--- config.mk ---
export PLATFORM = sky130hd
export DESIGN_NAME = trade_order_gen
export DESIGN_NICKNAME = d
export VERILOG_FILES = /design/src/rtl/trade_order_gen.sv
export SDC_FILE = /design/constraint.sdc
export NUM_CORES = 1
export LEC_CHECK = 0
export CAP_MARGIN = 20
export CELL_PAD_IN_SITES_DETAIL_PLACEMENT = 0
export CELL_PAD_IN_SITES_GLOBAL_PLACEMENT = 1
export CORE_MARGIN = 2
export CORE_UTILIZATION = 41
export CTS_CLUSTER_DIAMETER = 100
export CTS_CLUSTER_SIZE = 14
export DETAILED_ROUTE_END_ITERATION = 16
export PLACE_DENSITY = 0.88
export SLEW_MARGIN = 20
export SYNTH_ARGS = -nofsm -noshare
export SYNTH_HDL_FRONTEND = slang
export SYNTH_SLANG_ARGS = --single-unit
export TNS_END_PERCENT = 20
--- constraint.sdc ---
create_clock -name clk -period 2.74 [get_ports clk]
set_input_delay 0.548 -clock clk [delete_from_list [all_inputs] [get_ports clk]]
set_output_delay 0.548 -clock clk [all_outputs]
set_load 0.1 [all_outputs]
--- src/rtl/trade_order_gen.sv ---
// Order generator: turns accepted buy/sell strobes into single valid/ready orders,
// enforcing a signed position limit, a post-order cooldown and a saturating drop counter.
module trade_order_gen #(
    parameter logic [7:0] MAX_POS   = 8'd4,
    parameter logic [7:0] ORDER_QTY = 8'd1,
    parameter logic [7:0] COOLDOWN  = 8'd16
) (
    input  logic       clk,
    input  logic       rst,
    input  logic       data_valid_sma,
    input  logic       buy_signal,
    input  logic       sell_signal,
    input  logic [7:0] price,
    input  logic       order_ready,
    output logic       order_valid,
    output logic       order_side,
    output logic [7:0] order_price,
    output logic [7:0] order_qty,
    output logic [7:0] position,
    output logic       busy,
    output logic [7:0] drop_count
);

    typedef enum logic [1:0] {
        ST_IDLE  = 2'd0,
        ST_ISSUE = 2'd1,
        ST_COOL  = 2'd2
    } state_t;

    state_t      state_r;
    state_t      state_s;
    logic [7:0]  cnt_r;
    logic [7:0]  cnt_s;
    logic        order_valid_s;
    logic        order_side_s;
    logic [7:0]  order_price_s;
    logic [7:0]  order_qty_s;
    logic [7:0]  position_s;
    logic [7:0]  drop_count_s;

    logic        req_s;
    logic        buy_only_s;
    logic        sell_only_s;
    logic        buy_room_s;
    logic        sell_room_s;
    logic        accept_s;
    logic        drop_req_s;
    logic signed [8:0] pos_ext_s;
    logic signed [8:0] max_ext_s;
    logic signed [8:0] qty_ext_s;

    // Limit checks are done one bit wider so pos +/- qty can never wrap.
    assign pos_ext_s   = {position[7], position};
    assign max_ext_s   = {1'b0, MAX_POS};
    assign qty_ext_s   = {1'b0, ORDER_QTY};
    assign buy_room_s  = (pos_ext_s + qty_ext_s) <= max_ext_s;
    assign sell_room_s = (pos_ext_s - qty_ext_s) >= -max_ext_s;

    assign req_s       = data_valid_sma && (buy_signal || sell_signal);
    assign buy_only_s  = buy_signal && !sell_signal;
    assign sell_only_s = sell_signal && !buy_signal;
    assign accept_s    = (state_r == ST_IDLE) && req_s &&
                         ((buy_only_s && buy_room_s) || (sell_only_s && sell_room_s));
    assign drop_req_s  = req_s && !accept_s;

    // Next-state and next-output computation for the order FSM.
    always_comb begin
        state_s       = state_r;
        cnt_s         = cnt_r;
        order_valid_s = order_valid;
        order_side_s  = order_side;
        order_price_s = order_price;
        order_qty_s   = order_qty;
        position_s    = position;
        drop_count_s  = drop_count;

        case (state_r)
            ST_IDLE: begin
                if (accept_s) begin
                    state_s       = ST_ISSUE;
                    order_valid_s = 1'b1;
                    order_side_s  = buy_only_s;
                    order_price_s = price;
                    order_qty_s   = ORDER_QTY;
                end else begin
                    state_s = ST_IDLE;
                end
            end
            ST_ISSUE: begin
                if (order_valid && order_ready) begin
                    order_valid_s = 1'b0;
                    order_qty_s   = 8'd0;
                    if (order_side) begin
                        position_s = position + ORDER_QTY;
                    end else begin
                        position_s = position - ORDER_QTY;
                    end
                    if (COOLDOWN == 8'd0) begin
                        state_s = ST_IDLE;
                    end else begin
                        state_s = ST_COOL;
                        cnt_s   = COOLDOWN - 8'd1;
                    end
                end else begin
                    state_s = ST_ISSUE;
                end
            end
            ST_COOL: begin
                if (cnt_r == 8'd0) begin
                    state_s = ST_IDLE;
                end else begin
                    cnt_s = cnt_r - 8'd1;
                end
            end
            default: begin
                state_s       = ST_IDLE;
                cnt_s         = 8'd0;
                order_valid_s = 1'b0;
                order_qty_s   = 8'd0;
            end
        endcase

        if (drop_req_s && (drop_count != 8'hFF)) begin
            drop_count_s = drop_count + 8'd1;
        end else begin
            drop_count_s = drop_count;
        end
    end

    // State and output registers; reset abandons any order in flight.
    always_ff @(posedge clk or posedge rst) begin
        if (rst) begin
            state_r     <= ST_IDLE;
            cnt_r       <= 8'd0;
            order_valid <= 1'b0;
            order_side  <= 1'b0;
            order_price <= 8'd0;
            order_qty   <= 8'd0;
            position    <= 8'd0;
            busy        <= 1'b0;
            drop_count  <= 8'd0;
        end else begin
            state_r     <= state_s;
            cnt_r       <= cnt_s;
            order_valid <= order_valid_s;
            order_side  <= order_side_s;
            order_price <= order_price_s;
            order_qty   <= order_qty_s;
            position    <= position_s;
            busy        <= (state_s != ST_IDLE);
            drop_count  <= drop_count_s;
        end
    end

endmodule

After elaboration in Yosys (flattened, before gate mapping)
Cells that the tools add are included.
W data, S select, Z words.
Word-level totals
  flip-flop bits (word level): 45
  bits in read-only memories: 0
  input bits: 14
  RAM bits: 0
  memories: 0
  latch bits: 0
  logic and storage cells: 61
Operators by class
  $add $sub $neg: 6
  bitwise operators: 2
  mux-type cells: 14
  magnitude comparators: 2
  reduce and logical (&&, ||, !) cells: 22
  shift-type cells: 0
  multiply operators: 0
  divide/modulo/power cells: 0
  equal/unequal tests: 6
Operators with widths (count)
  $pmux W8 S3: 2
  $mux W8: 5
  $add A8 B1 Y8 const B: 2
  $sub A8 B1 Y8 const B: 2
  $logic_and A1 B1 Y1: 10
  $add A8 B2 Y9 const B: 1
  $ge A9 B3 Y1 const B: 1
  $le A9 B4 Y1 const B: 1
  $sub A8 B2 Y9 const B: 1
  $logic_not A8 Y1: 1
  $ne A8 B8 Y1 const B: 1
  $ne A2 B2 Y1 const B: 3
  $pmux W2 S3: 1
  $reduce_and A3 Y1: 2
  $mux W2: 2
  $reduce_and A2 Y1: 2
  $logic_not A1 Y1: 3
  $mux W1: 3
  $pmux W1 S3: 1
  $eq A2 B1 Y1 const B: 1
  $eq A2 B2 Y1 const B: 1
  $logic_not A2 Y1: 1
  $logic_or A1 B1 Y1: 2
  $not A1 Y1: 2
  $reduce_bool A2 Y1: 1

Depth between registers and ports, before layout
Gate-level depths: netlist of the first run.
  depth in word-level cells: 8
  gate-level depth with buffers: 8

Least setup slack after synthesis of the first run
No wires, ideal clock.
  path kind: reg2reg
  start: register order_side
  end: register position[6]
  required time: 2.612 ns
  period minus slack after synthesis: 2.616 ns
  arrival: 2.488 ns
  slack: 0.124 ns
  cell stages (with the launch flop): 8
  cells stage by stage: dfrtp_1 -> inv_1 -> fa_1 -> a21o_1 -> a21oi_1 -> o21bai_1 -> mux2i_1 -> nand3_1
Between the ends
  cells in the longest elaborated chain, start to end: 1
Ends and longest elaborated chain
  start, declared: line 16  | output logic order_side,
  start signal, assigned: line 146  | order_side <= order_side_s;
  $mux W8: line 93  | if (order_side) begin
  end signal, assigned: line 149  | position <= position_s;
  end, declared: line 19  | output logic [7:0] position,
No other way between the ends.
A chain may end at the register's enable or synchronous reset.

Final worst setup path of the first run
  start: register position[5]
  end: register order_price[4]
Between the ends
  cells in the longest elaborated chain, start to end: 6
  elaborated cells between the ends (all ways): 9
Ends and longest elaborated chain
  $add A8 B2 Y9 / $sub A8 B2 Y9 (equally long branches): line 56, 57
  $le A9 B4 Y1 / $ge A9 B3 Y1 (equally long branches): line 56, 57
  $logic_and A1 B1 Y1: line 63  | ((buy_only_s && buy_room_s) || (sell_only_s && sell_room_s));
  $logic_or A1 B1 Y1 *: line 63
  $logic_and A1 B1 Y1 *: line 62  | assign accept_s = (state_r == ST_IDLE) && req_s &&
  $reduce_and A2 Y1 (no line) *
  end signal, assigned: line 147  | order_price <= order_price_s;
  end, declared: line 17  | output logic [7:0] order_price,
Every way passes the cells marked *; elsewhere a longest branch is shown, timed or not.

==> metrics.txt, run 1 <==
CP required 2.91 ns; Final Skew 0.005110 ns; first-pass GRT wire length 7.631 mm; Clock Latency Late Sink 0.29 ns; Synth Area in Simple Gates 0.1557; Setup Viol. Count Final 0; fin nets 287; Tmin final 2.111 ns; CP max FO 12; setup ws final 0.6290 ns; CTS tree built; FMAX 473.7 MHz; adder-cell share of the synthesized area 0.08357; RSZ-0062 raised after global routing false; Starting DRT DRC Count 52; WP data arrival 2.28 ns; DRC viols 0; Core Footprint 0.005140 mm^2; clock buffer count from CTS 5; Critical Path Sink Type flop; max-slew violation count 0; Via density 5.133; TNS Setup 0 ns; Die H 77.02 um; Worst Min Path Start cnt_r[7]; Final Wtd Congestion 0.8152; Compound-Gate Fraction of Synth Area 0.1603; HP Class flop to flop; Starting Density 0.4253; setup bufs post-CTS 0; Top FF cell, synth dfrtp_1; Reg clk slew, reported paths 0.08 ns; CTS Hold Bufs 0; Setup crit start kind flop; result of the run complete, no violations; CTS Sinks 37; pin count of the biggest net entering global routing 38; Syn Area/Cell 10.12 um^2; CP Cell Sequence or4_4 > o21ai_4 > nand4_2 > mux2_4; Synth async-reset ratio 1.000; Synth top area share 0.4236; maximum level of the CTS H-tree 2; die area 0.005931 mm^2; Seq/Total Area, Yosys 0.4236; WL final 4.403 mm; area leader, netlist dfrtp_1; total grt overflow 0; Syn Std Cell Area 0.002186 mm^2; main area contributors after synthesis dfrtp_1 (42%), ha_1 (7.4%), o21ai_0 (5.5%), mux2_4 (4.8%), xnor2_1 (3.6%); max-cap violations 0; Final Hold Fails 0; average wire per cell in the routed design 13.34 um; DRT antenna net count 0; chip width 77.02 um; Synth warnings 0; post-synthesis cell count 216; Setup CP Type flop to flop; worst slew pin tran 0.5148 ns; # rows 26; GRT Util Overall 0.1586; commonest non-fill, non-tap cell in the layout dfrtp_1; CTS root buffer clkbuf_8; detailed-placement wirelength estimate 3.250 mm; DR vias 1694; number of global-route vias before repair 1611; diode count 0; Clock Path Buffers 2; CP peak stage delay 0.57 ns; CP startpoint position[5]; Setup WS pre-CTS 0.3388 ns; XOR/XNOR Fraction of Synth Area 0.04808; Crit-path slowest cell or4_4; Slew headroom 0.6539; layout cell share with drive strength beyond 1 0.2154; most frequent cells in the layout dfrtp_1 (37), buf_4 (31), o21ai_0 (24); Yosys cell types 48; mux contribution to synthesized area 0.06812; period utilisation layout 0.7704; EDFF count, synth 0; post-CTS sizing 0; largest family of logic cells by synthesized area compound AO/OA/AOI/OAI gates; DR pass1 iterations 4; Synth Register Bits 37; Port Buf Inserts 41; FF-to-FF Start position[5]; synthesis-to-finish area growth 22.95%; initial antenna violation count 0; IO Count 49
## per-stage QoR
step                      area [um^2]  cells    util  hold slack [ns]
final                            2688    330  0.5229           0.4876
after global routing             2688    330  0.5229           0.5076
after CTS                        2688    330  0.5229           0.4881
after detailed placement         2567    322  0.4995           0.4738
after global placement           2567    322  0.4995           0.4781
after floorplan                  2208    222       -           0.4474
## flip-flops by register name, summed over array words and instances, names as in the netlist
| signal | flops |
|---|---|
| busy | 1 |
| cnt_r | 8 |
| drop_count | 8 |
| order_price | 8 |
| order_qty | 1 |
| order_side | 1 |
| position | 8 |
| state_r | 2 |
## synthesized netlist by cell type, types with 2 or more instances
cell type and instances:
nor3_1 4, o21ai_0 24, a31oi_1 3, inv_1 10, xor2_1 3, nand2_1 20, nand3_1 4, nor4_1 2
nor2b_1 2, clkbuf_1 3, mux2_4 7, xnor2_1 9, ha_1 13, or2_1 2, nor3b_1 3, a21o_1 2
buf_4 8, nor2_1 6, and3_1 5, nand2b_1 4, a21oi_1 10, o31ai_1 3, dfrtp_1 37, mux2_2 3
o21bai_1 3, nand4_1 4
## kinds of logic after synthesis
family                     count (synthesis)
other                                      1
AOI/OAI and AO/OA                         55
adders and majority gates                 14
and+or+nand+nor                           62
DFF                                       37
muxes                                     11
buffers and inverters                     24
xor gates and xnor gates                  12
## path summary, 6_finish.rpt
check	end	slack, ns	cells past startpoint
worst max-delay path	order_price[4]	0.63	4
worst min-delay path	cnt_r[7]	0.49	1
worst max register to register	order_price[4]	0.63	4
worst min register to register	cnt_r[7]	0.49	1
max in group asynchronous	state_r[0]	1.75	3
min in group asynchronous	order_price[0]	0.66	3
## worst max-delay path: cells and delay by family (launching register included)
family,cells,cell delay (ns)
and+or+nand+nor,2,0.97
DFF,1,0.44
muxes,1,0.43
AOI/OAI and AO/OA,1,0.16
## area by class of cell
class                   instances  area [um^2]
clock buffers                   6        82.58
fillers                       486         2452
inverters                      10        37.54
flip-flops and latches         37        925.9
clock inverters                 2        37.54
well taps                      70        87.58
multi-input cells             161         1154
repair buffers                 44        362.8
## routing by layer
metal / routed length, um / vias up / GRT usage
met1: 2164 / 811 / 0.2227
met5: 0 / - / 0
met3: 197 / 2 / 0.04000
li1: - / 842 / -
met2: 2031 / 39 / 0.2412
met4: 9 / 0 / 0.04821
Power of run 1 is not shown: default switching activity piles up to over one toggle a cycle in this logic, so the estimate is an artifact.
==> run 2: changes to the inputs <==
--- a/config.mk
+++ b/config.mk
@@ -9,11 +9,11 @@
 export CELL_PAD_IN_SITES_DETAIL_PLACEMENT = 0
 export CELL_PAD_IN_SITES_GLOBAL_PLACEMENT = 1
 export CORE_MARGIN = 2
-export CORE_UTILIZATION = 41
+export CORE_UTILIZATION = 35
 export CTS_CLUSTER_DIAMETER = 100
 export CTS_CLUSTER_SIZE = 14
 export DETAILED_ROUTE_END_ITERATION = 16
-export PLACE_DENSITY = 0.88
+export PLACE_DENSITY = 0.8
 export SLEW_MARGIN = 20
 export SYNTH_ARGS = -nofsm -noshare
 export SYNTH_HDL_FRONTEND = slang
==> constraint.sdc (replaced) <==
create_clock -name clk -period 1.9 [get_ports clk]
set_input_delay 0.38 -clock clk [delete_from_list [all_inputs] [get_ports clk]]
set_output_delay 0.38 -clock clk [all_outputs]
set_load 0.1 [all_outputs]
==> metrics.txt, run 2 (same netlist as run 1, synthesis figures left out) <==
detailed-placement wirelength estimate 3.570 mm; Via density 4.975; synthesis-to-finish area growth 50.20%; CP required 2.08 ns; Tmin final 1.955 ns; Clock Latency Late Sink 0.29 ns; HP Class input pin to asynchronous set/reset pin; commonest non-fill, non-tap cell in the layout buf_4; clock buffer count from CTS 5; Final Hold Fails 0; max-slew violation count 0; DR pass1 iterations 4; fin nets 311; Core Footprint 0.005991 mm^2; Post-DP Area 0.003057 mm^2; RSZ-0062 raised after global routing true; total grt overflow 0; Setup CP Type flop to flop; Clock Path Buffers 2; Die H 83.03 um; period utilisation layout 1.029; Critical Path Sink Type flop; WL final 4.930 mm; FMAX 511.6 MHz; post-route insts no fill 359; CTS root buffer clkbuf_8; number of global-route vias before repair 1695; Starting Density 0.3649; CTS Sinks 37; diode count 0; Starting DRT DRC Count 90; hold_ws 0.4921 ns; DRT antenna net count 0; initial antenna violation count 0; DRC viols 0; GRT Util Overall 0.1459; chip width 83.03 um; setup ws final -0.05469 ns; CP max FO 7; average wire per cell in the routed design 13.73 um; Setup Viol. Count Final 10; DR vias 1786; Final Skew 0.009915 ns; Reg clk slew, reported paths 0.09 ns; design area 0.003283 mm^2; fin util 0.5480; Setup crit start kind flop; # rows 28; result of the run finished with violations; pin count of the biggest net entering global routing 38; layout cell share with drive strength beyond 1 0.3838; Final Wtd Congestion 0.7780; maximum level of the CTS H-tree 2; failing checks negative setup slack; first-pass GRT wire length 8.300 mm; WP data arrival 2.14 ns; most frequent cells in the layout buf_4 (32), nand2_1 (20), o21ai_0 (20), buf_12 (20), dfrtp_1 (19); die area 0.006893 mm^2; placed cells 348; CTS tree built; max-cap violations 0; Port Buf Inserts 41; IO Count 49; CTS Hold Bufs 0
[run 2: worst paths after layout]
path                                   from        endpoint  slack (ns)  cells after the start
worst max-delay path            position[5]   drop_count[1]       -0.05                      6
worst min-delay path                    rst  order_price[7]        0.49                      3
worst max register to register  position[5]   drop_count[1]       -0.05                      6
worst min register to register     cnt_r[7]        cnt_r[7]        0.49                      1
max in group asynchronous               rst     position[0]        1.02                      3
min in group clk                   cnt_r[7]        cnt_r[7]        0.49                      1
[run 2: final cells by class]
type | instances | area (um^2)
Sequential cell | 37 | 968.4
Multi-Input combinational cell | 161 | 1246
Tap cell | 75 | 93.84
Timing Repair Buffer | 68 | 818.3
Clock inverter | 3 | 46.29
Fill cell | 515 | 2708
Clock buffer | 5 | 68.82
Inverter | 10 | 41.29
[run 2: worst max-delay path, cell delays in order (launching register included)]
cell     delay, ns
dfrtp_4       0.48
or4_4         0.53
o21ai_4       0.20
buf_4         0.15
a31oi_4       0.08
buf_6         0.16
mux2_2        0.26
[run 2: layer usage]
metal  track usage  part of all wire
met4       0.03875             0.013
met3       0.03380             0.044
met5             0                 0
met2        0.2353              0.47
met1        0.1972              0.47
[run 2: what timing repair did]
item                       CTS  global route
setup endpoints to repair   12            17
pin swaps                    0             7
resized for setup            6             8
buffers inserted             0             2
gates cloned                 0             1
[run 2: metrics by stage]
| stage | setup slack (ns) | TNS, ns |
|---|---|---|
| 2_1_floorplan | -0.1977 | -2.056 |
| 3_3_place_gp | -0.1703 | -2.211 |
| 3_5_place_dp | -0.2260 | -3.309 |
| 4_1_cts | -0.06897 | -0.4344 |
| 5_1_grt | -0.1267 | -1.203 |
| 6_report | -0.05469 | -0.2409 |
Power of run 2 is left out for the same reason.
